[src/rtl/div_iter.sv]
// ---------------------------------------------------------------------------
// div_iter
//   Iterative radix-2 restoring divider for DIV/DIVU in the execute stage.
//   It accepts one divide and produces one quotient bit per cycle, MSB first.
//   While the divide is in flight it holds F/D/E by driving stall_div into the
//   hazard unit. An annul (flushE) aborts the divide at any point. When the
//   divide completes, the divider presents {remainder, quotient} for the HI/LO
//   write path.
//
// Ports
//   clk         in   1        rising-edge clock
//   rst         in   1        synchronous, active-high reset
//   start       in   1        divide op present in E stage
//   signed_div  in   1        1 = DIV (two's complement), 0 = DIVU
//   opa         in   WIDTH    dividend, sampled only at accept
//   opb         in   WIDTH    divisor, sampled only at accept
//   annul       in   1        abort request (flushE)
//   stall_div   out  1        pipeline stall request, combinational
//   ready       out  1        result valid this cycle (DONE state)
//   result      out  2*WIDTH  {remainder, quotient}, held until next DONE
// ---------------------------------------------------------------------------
module div_iter #(
    parameter int WIDTH = 32,
    parameter int CNT_W = 6
) (
    input  logic               clk,
    input  logic               rst,
    input  logic               start,
    input  logic               signed_div,
    input  logic [WIDTH-1:0]   opa,
    input  logic [WIDTH-1:0]   opb,
    input  logic               annul,
    output logic               stall_div,
    output logic               ready,
    output logic [2*WIDTH-1:0] result
);

    typedef enum logic [1:0] {
        IDLE = 2'd0,
        BUSY = 2'd1,
        DONE = 2'd2
    } state_t;

    state_t state;
    state_t state_next;

    logic [CNT_W-1:0] counter;
    logic [WIDTH-1:0] divisor;
    logic [WIDTH-1:0] quo;
    logic [WIDTH-1:0] rem;
    logic             sign_q;
    logic             sign_r;

    logic             opb_zero;
    logic             last_iter;
    logic [WIDTH-1:0] mag_a;
    logic [WIDTH-1:0] mag_b;
    logic [WIDTH:0]   shifted;
    logic [WIDTH:0]   diff;
    logic             q_bit;
    logic [WIDTH-1:0] rem_step;
    logic [WIDTH-1:0] quo_step;
    logic [WIDTH-1:0] q_final;
    logic [WIDTH-1:0] r_final;

    assign opb_zero  = (opb == '0);
    assign last_iter = (counter == CNT_W'(WIDTH - 1));

    // Operand magnitudes; for DIVU the raw bit patterns are used directly.
    // The most negative value maps onto itself, which is the correct unsigned
    // magnitude, so min_int / -1 needs no special handling.
    assign mag_a = (signed_div && opa[WIDTH-1]) ? -opa : opa;
    assign mag_b = (signed_div && opb[WIDTH-1]) ? -opb : opb;

    // One restoring step. The dividend shifts out of quo MSB-first while the
    // quotient bits shift in at the bottom, so quo holds both halves in flight.
    // The partial remainder always stays below the divisor, so WIDTH+1 bits
    // are enough for the trial subtraction and its borrow.
    assign shifted  = {rem, quo[WIDTH-1]};
    assign diff     = shifted - {1'b0, divisor};
    assign q_bit    = ~diff[WIDTH];
    assign rem_step = q_bit ? diff[WIDTH-1:0] : shifted[WIDTH-1:0];
    assign quo_step = {quo[WIDTH-2:0], q_bit};

    // Sign fix-ups applied to the final step's outputs, with natural wrap.
    assign q_final = sign_q ? -quo_step : quo_step;
    assign r_final = sign_r ? -rem_step : rem_step;

    // State register.
    always_ff @(posedge clk) begin
        if (rst) begin
            state <= IDLE;
        end else begin
            state <= state_next;
        end
    end

    // Next-state and handshake outputs. DONE always returns to IDLE so the
    // instruction that is still presenting start in DONE cannot restart.
    // An annul overrides everything: the pipeline is not stalled that cycle
    // and no result is reported.
    always_comb begin
        state_next = state;
        stall_div  = 1'b0;
        ready      = 1'b0;
        case (state)
            IDLE: begin
                if (start) begin
                    stall_div  = 1'b1;
                    state_next = opb_zero ? DONE : BUSY;
                end
            end
            BUSY: begin
                stall_div = 1'b1;
                if (last_iter) begin
                    state_next = DONE;
                end
            end
            DONE: begin
                ready      = 1'b1;
                state_next = IDLE;
            end
            default: begin
                state_next = IDLE;
            end
        endcase
        if (annul) begin
            state_next = IDLE;
            stall_div  = 1'b0;
            ready      = 1'b0;
        end
    end

    // Datapath. Operands are captured only at accept. The result register is
    // written only on the edge that enters DONE and holds until the next one.
    // A divide by zero bypasses the iterations and reports all-ones quotient
    // with the raw dividend as remainder.
    always_ff @(posedge clk) begin
        if (rst) begin
            counter <= '0;
            divisor <= '0;
            quo     <= '0;
            rem     <= '0;
            sign_q  <= 1'b0;
            sign_r  <= 1'b0;
            result  <= '0;
        end else if (!annul) begin
            case (state)
                IDLE: begin
                    if (start) begin
                        divisor <= mag_b;
                        quo     <= mag_a;
                        rem     <= '0;
                        counter <= '0;
                        sign_q  <= signed_div & (opa[WIDTH-1] ^ opb[WIDTH-1]);
                        sign_r  <= signed_div & opa[WIDTH-1];
                        if (opb_zero) begin
                            result <= {opa, {WIDTH{1'b1}}};
                        end
                    end
                end
                BUSY: begin
                    rem     <= rem_step;
                    quo     <= quo_step;
                    counter <= counter + 1'b1;
                    if (last_iter) begin
                        result <= {r_final, q_final};
                    end
                end
                default: begin
                end
            endcase
        end
    end

endmodule

[config.mk]
export PLATFORM = sky130hd
export DESIGN_NAME = div_iter
export DESIGN_NICKNAME = d
export VERILOG_FILES = /design/src/rtl/div_iter.sv
export SDC_FILE = /design/constraint.sdc
export NUM_CORES = 1
export LEC_CHECK = 0
export CAP_MARGIN = 20
export CORE_UTILIZATION = 50
export CTS_CLUSTER_SIZE = 25
export DETAILED_ROUTE_END_ITERATION = 6
export PLACE_DENSITY = 0.72
export SETUP_SLACK_MARGIN = 0.1
export SLEW_MARGIN = 10
export SYNTH_ARGS = -nofsm -noshare
export SYNTH_HDL_FRONTEND = slang
export SYNTH_SLANG_ARGS = --single-unit
[constraint.sdc]
create_clock -name clk -period 8.7 [get_ports clk]
set_clock_uncertainty 0.15 [all_clocks]
set_input_delay 1.305 -clock clk [delete_from_list [all_inputs] [get_ports clk]]
set_output_delay 1.305 -clock clk [all_outputs]
set_load 0.05 [all_outputs]
==> metrics.md, run 1 <==
| Metric | Value |
|---|---|
| Outcome | `completed` |
| Clock Sinks | `170` |
| Post-synthesis cell type count | `between 70 and 80` |
| Max-slew violation count | `0` |
| Sequential area share after synthesis | `0.294` |
| CP Buf/Inv Count | `3` |
| WP depth | `19` |
| DIE WIDTH | `around 150 um` |
| Setup CP Type | `reg -> reg` |
| First-pass GRT wire length | `around 56 mm` |
| Reg clk slew, reported paths | `roughly 0.080 ns` |
| R2r setup slk | `2.13 ns` |
| Post-synth EDFFs | `0` |
| Post-CTS sizing | `0` |
| Fillers | `2178` |
| Syn nets | `roughly 1700` |
| Count leader, synth | `nor2_1` |
| Sw Share | `0.334` |
| Setup Buffers After CTS | `0` |
| CTS buffer count | `17` |
| Slowest CP cell | `inv_2` |
| Residual DRC | `0` |
| GR Util All Layers | `0.291` |
| Clk_lat worst skew | `approximately 0.44 ns` |
| Initial antenna violation count | `0` |
| WHS Path Cells | `2` |
| MaxCap Viol Count | `0` |
| CP endpoint kind | `flip-flop` |
| Yosys reg bits | `170` |
| DRT iter0 DRCs | `~1000` |
| Layout area overhead | `17.6%` |
| Syn avg cell area | `around 7.4 sq um` |
| Final Util | `0.600` |
| Starting density of the core | `0.511` |
| Vias per Instance | `about 6` |
| Top_reg_cell synth | `dfxtp_1` |
| Via count | `11600` |
| Number of global-route vias before repair | `10500` |
| Antenna diodes | `0` |
| I/O Pins | `around 140` |
| FF-to-FF End | `result[30]` |
| Peak supply drop | `approximately 0.00013 V` |
| CP peak stage delay | `0.74 ns` |
| Largest net degree at the start of global routing | `97` |
| TNS Setup | `0 ns` |
| Tmin final | `6.57 ns` |
| Startpoint Class | `flip-flop` |
| Die Span Y | `~150 um` |
| Max Freq | `about 0.15 GHz` |
| Top cells by count, synth | `nor2_1, dfxtp_1, nand2_1, a21oi_1, a211oi_1` |
| Syn Inst Count | `roughly 1600` |
| Worst-path cell chain | `inv_1 -> ha_1 -> inv_1 -> fa_1 -> a211oi_2 -> o31ai_2 -> o2111a_1 -> o311a_4 -> nor3_4 -> nor2_8 -> inv_2 -> ha_1 -> nand4_1 -> or4_1 -> or4_1 -> or4_1 -> o21ai_0 -> xor2_1 -> a211oi_1` |
| Post-DR wirelength/cell | `approximately 18 um` |
| Final #Nets | `approximately 1700` |
| Placer Congestion | `0.904` |
| Mapped cell area | `between 10000 and 15000 sq um` |
| Asr flop ratio synth | `0` |
| Max_slew headroom | `0.308` |
| Drt total wl | `34.4 mm` |
| Crit path max fanout | `56` |
| CTS tree | `done` |
| Clock Tree Root | `clkbuf_16` |
| HP Class | `reg -> reg` |
| Largest cells by area after synthesis | `dfxtp_1, nor2_1, xor2_1` |
| # port buffers | `134` |
| Final period utilization | `0.755` |
| Flop pwr share | `0.405` |
| Comb pwr share | `0.224` |
| Sw Pwr | `around 0.69 mW` |
| Reg-to-Reg Start | `quo[31]` |
| Leak | `4.99 nW` |
| PwrDens | `approximately 150 nW/um^2` |
| Cell taking the most area after synthesis | `dfxtp_1` |
| Site Rows | `55` |
| H-Tree Level Count | `4` |
| Area share of the largest cell type after synthesis | `0.294` |
| Antenna viol nets, final | `0` |
| Internal power | `between 1 and 1.5 mW` |
| CP Data Required Time | `between 8 and 9 ns` |
| Die area | `around 24000 sq um` |
| Reg2reg path depth | `19` |
| Final Setup Violations | `0` |
| Clock power frac | `0.371` |
| CP most frequent cell | `or4_1` |
| Hold Path Sink | `divisor[31]` |
| Worst slew pin tran | `between 1 and 1.5 ns` |
| Standard cell core area | `approximately 23000 sq um` |
| Maximum clock path buffer count | `2` |
| Layout cells sized above 1 | `0.0424` |
| Hold Fails Final Rpt | `0` |
| RSZ-0062 raised after global routing | `no` |
| CTS Hold Bufs | `0` |
| HPWL after detailed placement | `roughly 25 mm` |
| CP arrival | `about 6.8 ns` |
| Yosys warns | `0` |
| Grt ovf | `0` |
| DR pass1 iterations | `5` |
| HP Start | `divisor[31]` |
| Top Family by Delay on Critical Path | `simple AND/OR/NAND/NOR gates` |
==> tightest hold or removal path, cell delays in order (launching register included) <==
cell,delay (ns)
dfxtp_1,0.31
nand2_1,0.05
a21oi_1,0.05
==> registers in the layout, indices dropped and copies added, names as in the netlist <==
| register | flops |
|---|---|
| sign_r | 1 |
| counter | 6 |
| quo | 32 |
| state | 2 |
| divisor | 32 |
| result | 64 |
| sign_q | 1 |
| rem | 32 |
==> worst max-delay path by stage <==
stage	from	end	slack, ns
finish	quo[31]	result[30]	2.13
global route	divisor[27]	result[30]	1.65
CTS	quo[31]	result[30]	2.19
detailed placement	quo[31]	result[30]	2.25
global placement	quo[31]	result[28]	2.45
floorplan	quo[31]	result[26]	3.30
==> layout by cell type (no fill, tap or decap), types with 8 or more instances in the layout <==
| cell | synthesis | layout |
|---|---|---|
| a21oi_1 | 125 | 125 |
| nor4_1 | 19 | 19 |
| o31ai_1 | 24 | 24 |
| a21o_1 | 8 | 8 |
| nand3_1 | 17 | 17 |
| xor2_1 | 85 | 85 |
| nand2b_1 | 16 | 16 |
| clkbuf_16 | 0 | 17 |
| buf_4 | 0 | 11 |
| a21boi_0 | 9 | 9 |
| or3_1 | 26 | 26 |
| a31oi_1 | 13 | 13 |
| inv_1 | 51 | 51 |
| and3_1 | 9 | 8 |
| nand2_1 | 154 | 153 |
| a311oi_1 | 19 | 19 |
| nor3_1 | 42 | 41 |
| o41ai_1 | 13 | 13 |
| a22oi_1 | 24 | 24 |
| ha_1 | 37 | 37 |
| dfxtp_1 | 170 | 170 |
| xnor2_1 | 53 | 53 |
| mux2i_1 | 12 | 12 |
| nor2_1 | 246 | 245 |
| clkdlybuf4s50_1 | 0 | 133 |
| nand4_1 | 11 | 11 |
| o21ai_0 | 88 | 88 |
| and2_1 | 8 | 8 |
| a211oi_1 | 90 | 90 |
==> per-layer routing <==
metal	wire (um)	track usage
met1	15700	0.397
met3	2040	0.0457
met5	0	0
met4	793	0.0891
met2	15900	0.472
==> metrics by stage <==
step	hold WS, ns	setup slack [ns]	std cells	total power [mW]	area (sq um)
after CTS	0.309	2.19	1932	2.06	13600
final	0.311	2.13	1934	2.06	13600
after global placement	0.294	2.45	1900	1.30	13000
after global routing	0.334	1.65	1934	2.15	13600
after floorplan	0.282	3.30	1571	1.16	11600
after detailed placement	0.301	2.25	1900	1.30	13000
==> power groups by stage <==
stage | clock, mW | combinational [mW] | sequential, mW
after detailed placement | 0 | 0.451 | 0.852
final | 0.762 | 0.462 | 0.833
after floorplan | 0 | 0.292 | 0.866
after CTS | 0.772 | 0.454 | 0.834
after global routing | 0.807 | 0.505 | 0.837
after global placement | 0 | 0.448 | 0.851
==> cell families (layout without fill, tap and decap cells) <==
kind of cell,count (synthesis),after routing,synth area share
buf+inv,152,230,0.0495
mux,14,14,0.0123
fa+ha+maj,38,38,0.0417
flops,170,170,0.294
xor+xnor,138,138,0.104
simple gates,580,580,0.224
compound gates,479,479,0.274
==> cell type report <==
| cell class | instances | area (sq um) | share of cell area |
|---|---|---|---|
| clock buffers | 18 | 439 | 0.0322 |
| clock inverters | 14 | 151 | 0.0111 |
| inverters | 52 | 195 | 0.0143 |
| multi-input cells | 1249 | 7640 | 0.561 |
| flip-flops and latches | 170 | 3400 | 0.250 |
| well taps | 285 | 357 | 0.0262 |
| repair buffers | 146 | 1440 | 0.106 |
Power figures use the tool's default switching activity.
==> run 2, diff against run 1 <==
--- a/config.mk
+++ b/config.mk
@@ -9,7 +9,7 @@
 export CORE_UTILIZATION = 50
 export CTS_CLUSTER_SIZE = 25
 export DETAILED_ROUTE_END_ITERATION = 6
-export PLACE_DENSITY = 0.72
+export PLACE_DENSITY = 0.75
 export SETUP_SLACK_MARGIN = 0.1
 export SLEW_MARGIN = 10
 export SYNTH_ARGS = -nofsm -noshare
==> constraint.sdc (replaced) <==
create_clock -name clk -period 5.38 [get_ports clk]
set_clock_uncertainty 0.15 [all_clocks]
set_input_delay 0.807 -clock clk [delete_from_list [all_inputs] [get_ports clk]]
set_output_delay 0.807 -clock clk [all_outputs]
set_load 0.05 [all_outputs]
==> run 2 against run 1 <==
Critical path depth unchanged. Combinational power increased by 68%. Non-clock buffer count increased by 16. Worst hold slack got worse by 0.0023 ns. Sequential power increased by 62%. Fmax increased by 30%. Sequential cell count unchanged.
==> metrics.md, run 2 (synthesis gave the netlist of run 1 again) <==
| Metric | Value |
|---|---|
| Dpl cells | `1912 (was 1900)` |
| Worst slew pin tran | `0.863 ns (was 1.04 ns)` |
| CTS tree | `done (unchanged)` |
| Clk_lat worst skew | `0.44 ns (about the same)` |
| DIE WIDTH | `154 um (unchanged)` |
| CTS Hold Bufs | `0 (unchanged)` |
| Max FFs per register | `64 (unchanged)` |
| Largest net degree at the start of global routing | `116 (was 97)` |
| Setup CP Type | `reg -> reg (unchanged)` |
| Vias per Instance | `6.12 (was 6.00)` |
| FF-to-FF End | `result[30] (unchanged)` |
| Hold Fails Final Rpt | `0 (unchanged)` |
| Layout cells sized above 1 | `0.0589 (was 0.0424)` |
| Area occupied by multi-input gates | `7720 sq um (was 7640 sq um)` |
| Standard cell core area | `22700 sq um (unchanged)` |
| Tmin final | `5.07 ns (was 6.57 ns)` |
| Max Freq | `0.197 GHz (was 0.152 GHz)` |
| TNS Setup | `0 ns (unchanged)` |
| GR Util All Layers | `0.295 (was 0.291)` |
| HPWL after detailed placement | `25.6 mm (was 25.1 mm)` |
| Die area | `23800 sq um (unchanged)` |
| Post-DR wirelength/cell | `18.0 um (was 17.8 um)` |
| Hold Path Sink | `divisor[31] (unchanged)` |
| Reg-to-Reg Start | `quo[31] (unchanged)` |
| I/O Pins | `135 (unchanged)` |
| CP Data Required Time | `5.55 ns (was 8.90 ns)` |
| Layout area overhead | `19.4% (was 17.6%)` |
| First-pass GRT wire length | `56.4 mm (was 55.6 mm)` |
| Grt ovf | `0 (unchanged)` |
| Via count | `11900 (was 11600)` |
| RSZ-0062 raised after global routing | `no (unchanged)` |
| Initial antenna violation count | `0 (unchanged)` |
| Antenna viol nets, final | `0 (unchanged)` |
| Reg area | `3400 sq um (unchanged)` |
| Leak | `5.10 nW (was 4.99 nW)` |
| Starting density of the core | `0.511 (unchanged)` |
| Commonest non-fill, non-tap cell in the layout | `nor2_1 (unchanged)` |
| HP Start | `divisor[31] (unchanged)` |
| Final #Nets | `1759 (was 1743)` |
| Startpoint Class | `flip-flop (unchanged)` |
| Most frequent cells in the layout | `nor2_1, dfxtp_1, nand2_1 (unchanged)` |
| Final Setup Violations | `0 (unchanged)` |
| Reg clk slew, reported paths | `0.08 ns (about the same)` |
| Antenna diodes | `0 (unchanged)` |
| Outcome | `completed (unchanged)` |
| CP endpoint kind | `flip-flop (unchanged)` |
| R2r setup slk | `0.31 ns (was 2.13 ns)` |
| Peak supply drop | `0.000211 V (was 0.000133 V)` |
| Crit path max fanout | `11 (was 56)` |
| Die Span Y | `154 um (unchanged)` |
| Pre-CTS setup slack | `0.165 ns (was 2.25 ns)` |
| Number of global-route vias before repair | `10800 (was 10500)` |
| Drt total wl | `35.2 mm (was 34.4 mm)` |
| DR pass1 iterations | `5 (unchanged)` |
| H-Tree Level Count | `4 (unchanged)` |
| Clock Tree Root | `clkbuf_16 (unchanged)` |
| Maximum clock path buffer count | `2 (unchanged)` |
| Final period utilization | `0.942 (was 0.755)` |
| Max-slew violation count | `0 (unchanged)` |
| MaxCap Viol Count | `0 (unchanged)` |
| Max_slew headroom | `0.424 (was 0.308)` |
| HP Class | `reg -> reg (unchanged)` |
| Residual DRC | `0 (unchanged)` |
| PwrDens | `242 nW/um^2 (was 151 nW/um^2)` |
| Reg with most FFs | `result (unchanged)` |
| CTS buffer count | `17 (unchanged)` |
| Setup ws final | `0.313 ns (was 2.13 ns)` |
| # port buffers | `134 (unchanged)` |
| Final Power | `3.35 mW (was 2.06 mW)` |
| Reg2reg path depth | `19 (unchanged)` |
| Clock Sinks | `170 (unchanged)` |
| Placer Congestion | `0.927 (was 0.904)` |
| Site Rows | `55 (unchanged)` |
| CP arrival | `5.23 ns (was 6.77 ns)` |
| WHS Path Cells | `2 (unchanged)` |
| Non-Filler Instances | `1949 (was 1934)` |
| DRT iter0 DRCs | `1006 (was 1005)` |
| Fillers | `2085 (was 2178)` |
==> run 2: cell count changes in the layout (fill, tap and decap cells not counted), sizes merged <==
cell / change
clkbuf: -1
clkinvlp: +1
buf: +16
inv: -1
==> run 2: layout make-up <==
cell class,instances,area share
Multi-Input combinational cell,1249,0.557
Clock inverter,14,0.0108
Clock buffer,17,0.0307
Timing Repair Buffer,162,0.115
Sequential cell,170,0.246
Inverter,52,0.0145
Tap cell,285,0.0258
==> run 2: metrics by stage <==
step / area, sq um / util / hold WS (ns)
2_1_floorplan: 11600 / - / 0.282
3_3_place_gp: 13100 / 0.578 / 0.289
3_5_place_dp: 13100 / 0.578 / 0.296
4_1_cts: 13700 / 0.603 / 0.304
5_1_grt: 13800 / 0.610 / 0.352
6_report: 13800 / 0.610 / 0.308
==> run 2: worst max path at each step <==
stage / startpoint / to / slack (ns) / cells past startpoint
floorplan: quo[31] / result[26] / 0.11 / 22
CTS: quo[31] / result[30] / 0.14 / 19
global route: quo[31] / result[58] / 0.10 / 20
detailed placement: quo[31] / result[30] / 0.16 / 19
global placement: quo[31] / result[26] / 0.28 / 19
finish: quo[31] / result[30] / 0.31 / 19
==> run 2: what timing repair did <==
item / CTS / global route
buffers inserted: 0 / 4
gates cloned: 0 / 0
setup endpoints to repair: 1 / 9
pin swaps: 0 / 5
resized for setup: 1 / 21
==> run 2: power by group <==
part           total [mW]  switching, mW  leakage (nW)  internal (mW)
combinational       0.777          0.485          3.44          0.293
sequential           1.35         0.0425          1.38           1.30
clock                1.22          0.603         0.280          0.619
total                3.35           1.13          5.10           2.22
==> run 2: per-layer routing <==
metal	vias to the layer above	track usage	wire length (um)
met2	491	0.486	16400
li1	5822	-	-
met1	5544	0.394	15500
met4	0	0.108	991
met5	-	0	0
met3	69	0.0384	2200
==> run 2: worst max-delay path: stages (launching register included) <==
cell and delay [ns]:
dfxtp_1 0.36, inv_1 0.08, ha_1 0.15, inv_1 0.06, fa_2 0.37, a211oi_2 0.36
o31ai_4 0.15, o2111a_1 0.30, o311a_4 0.34, nor3_4 0.29, nor2_8 0.07, inv_6 0.11
ha_4 0.16, nand4_1 0.15, or4_4 0.50, or4_4 0.46, or4_4 0.47, o21ai_1 0.17
xor2_1 0.17, a211oi_1 0.08
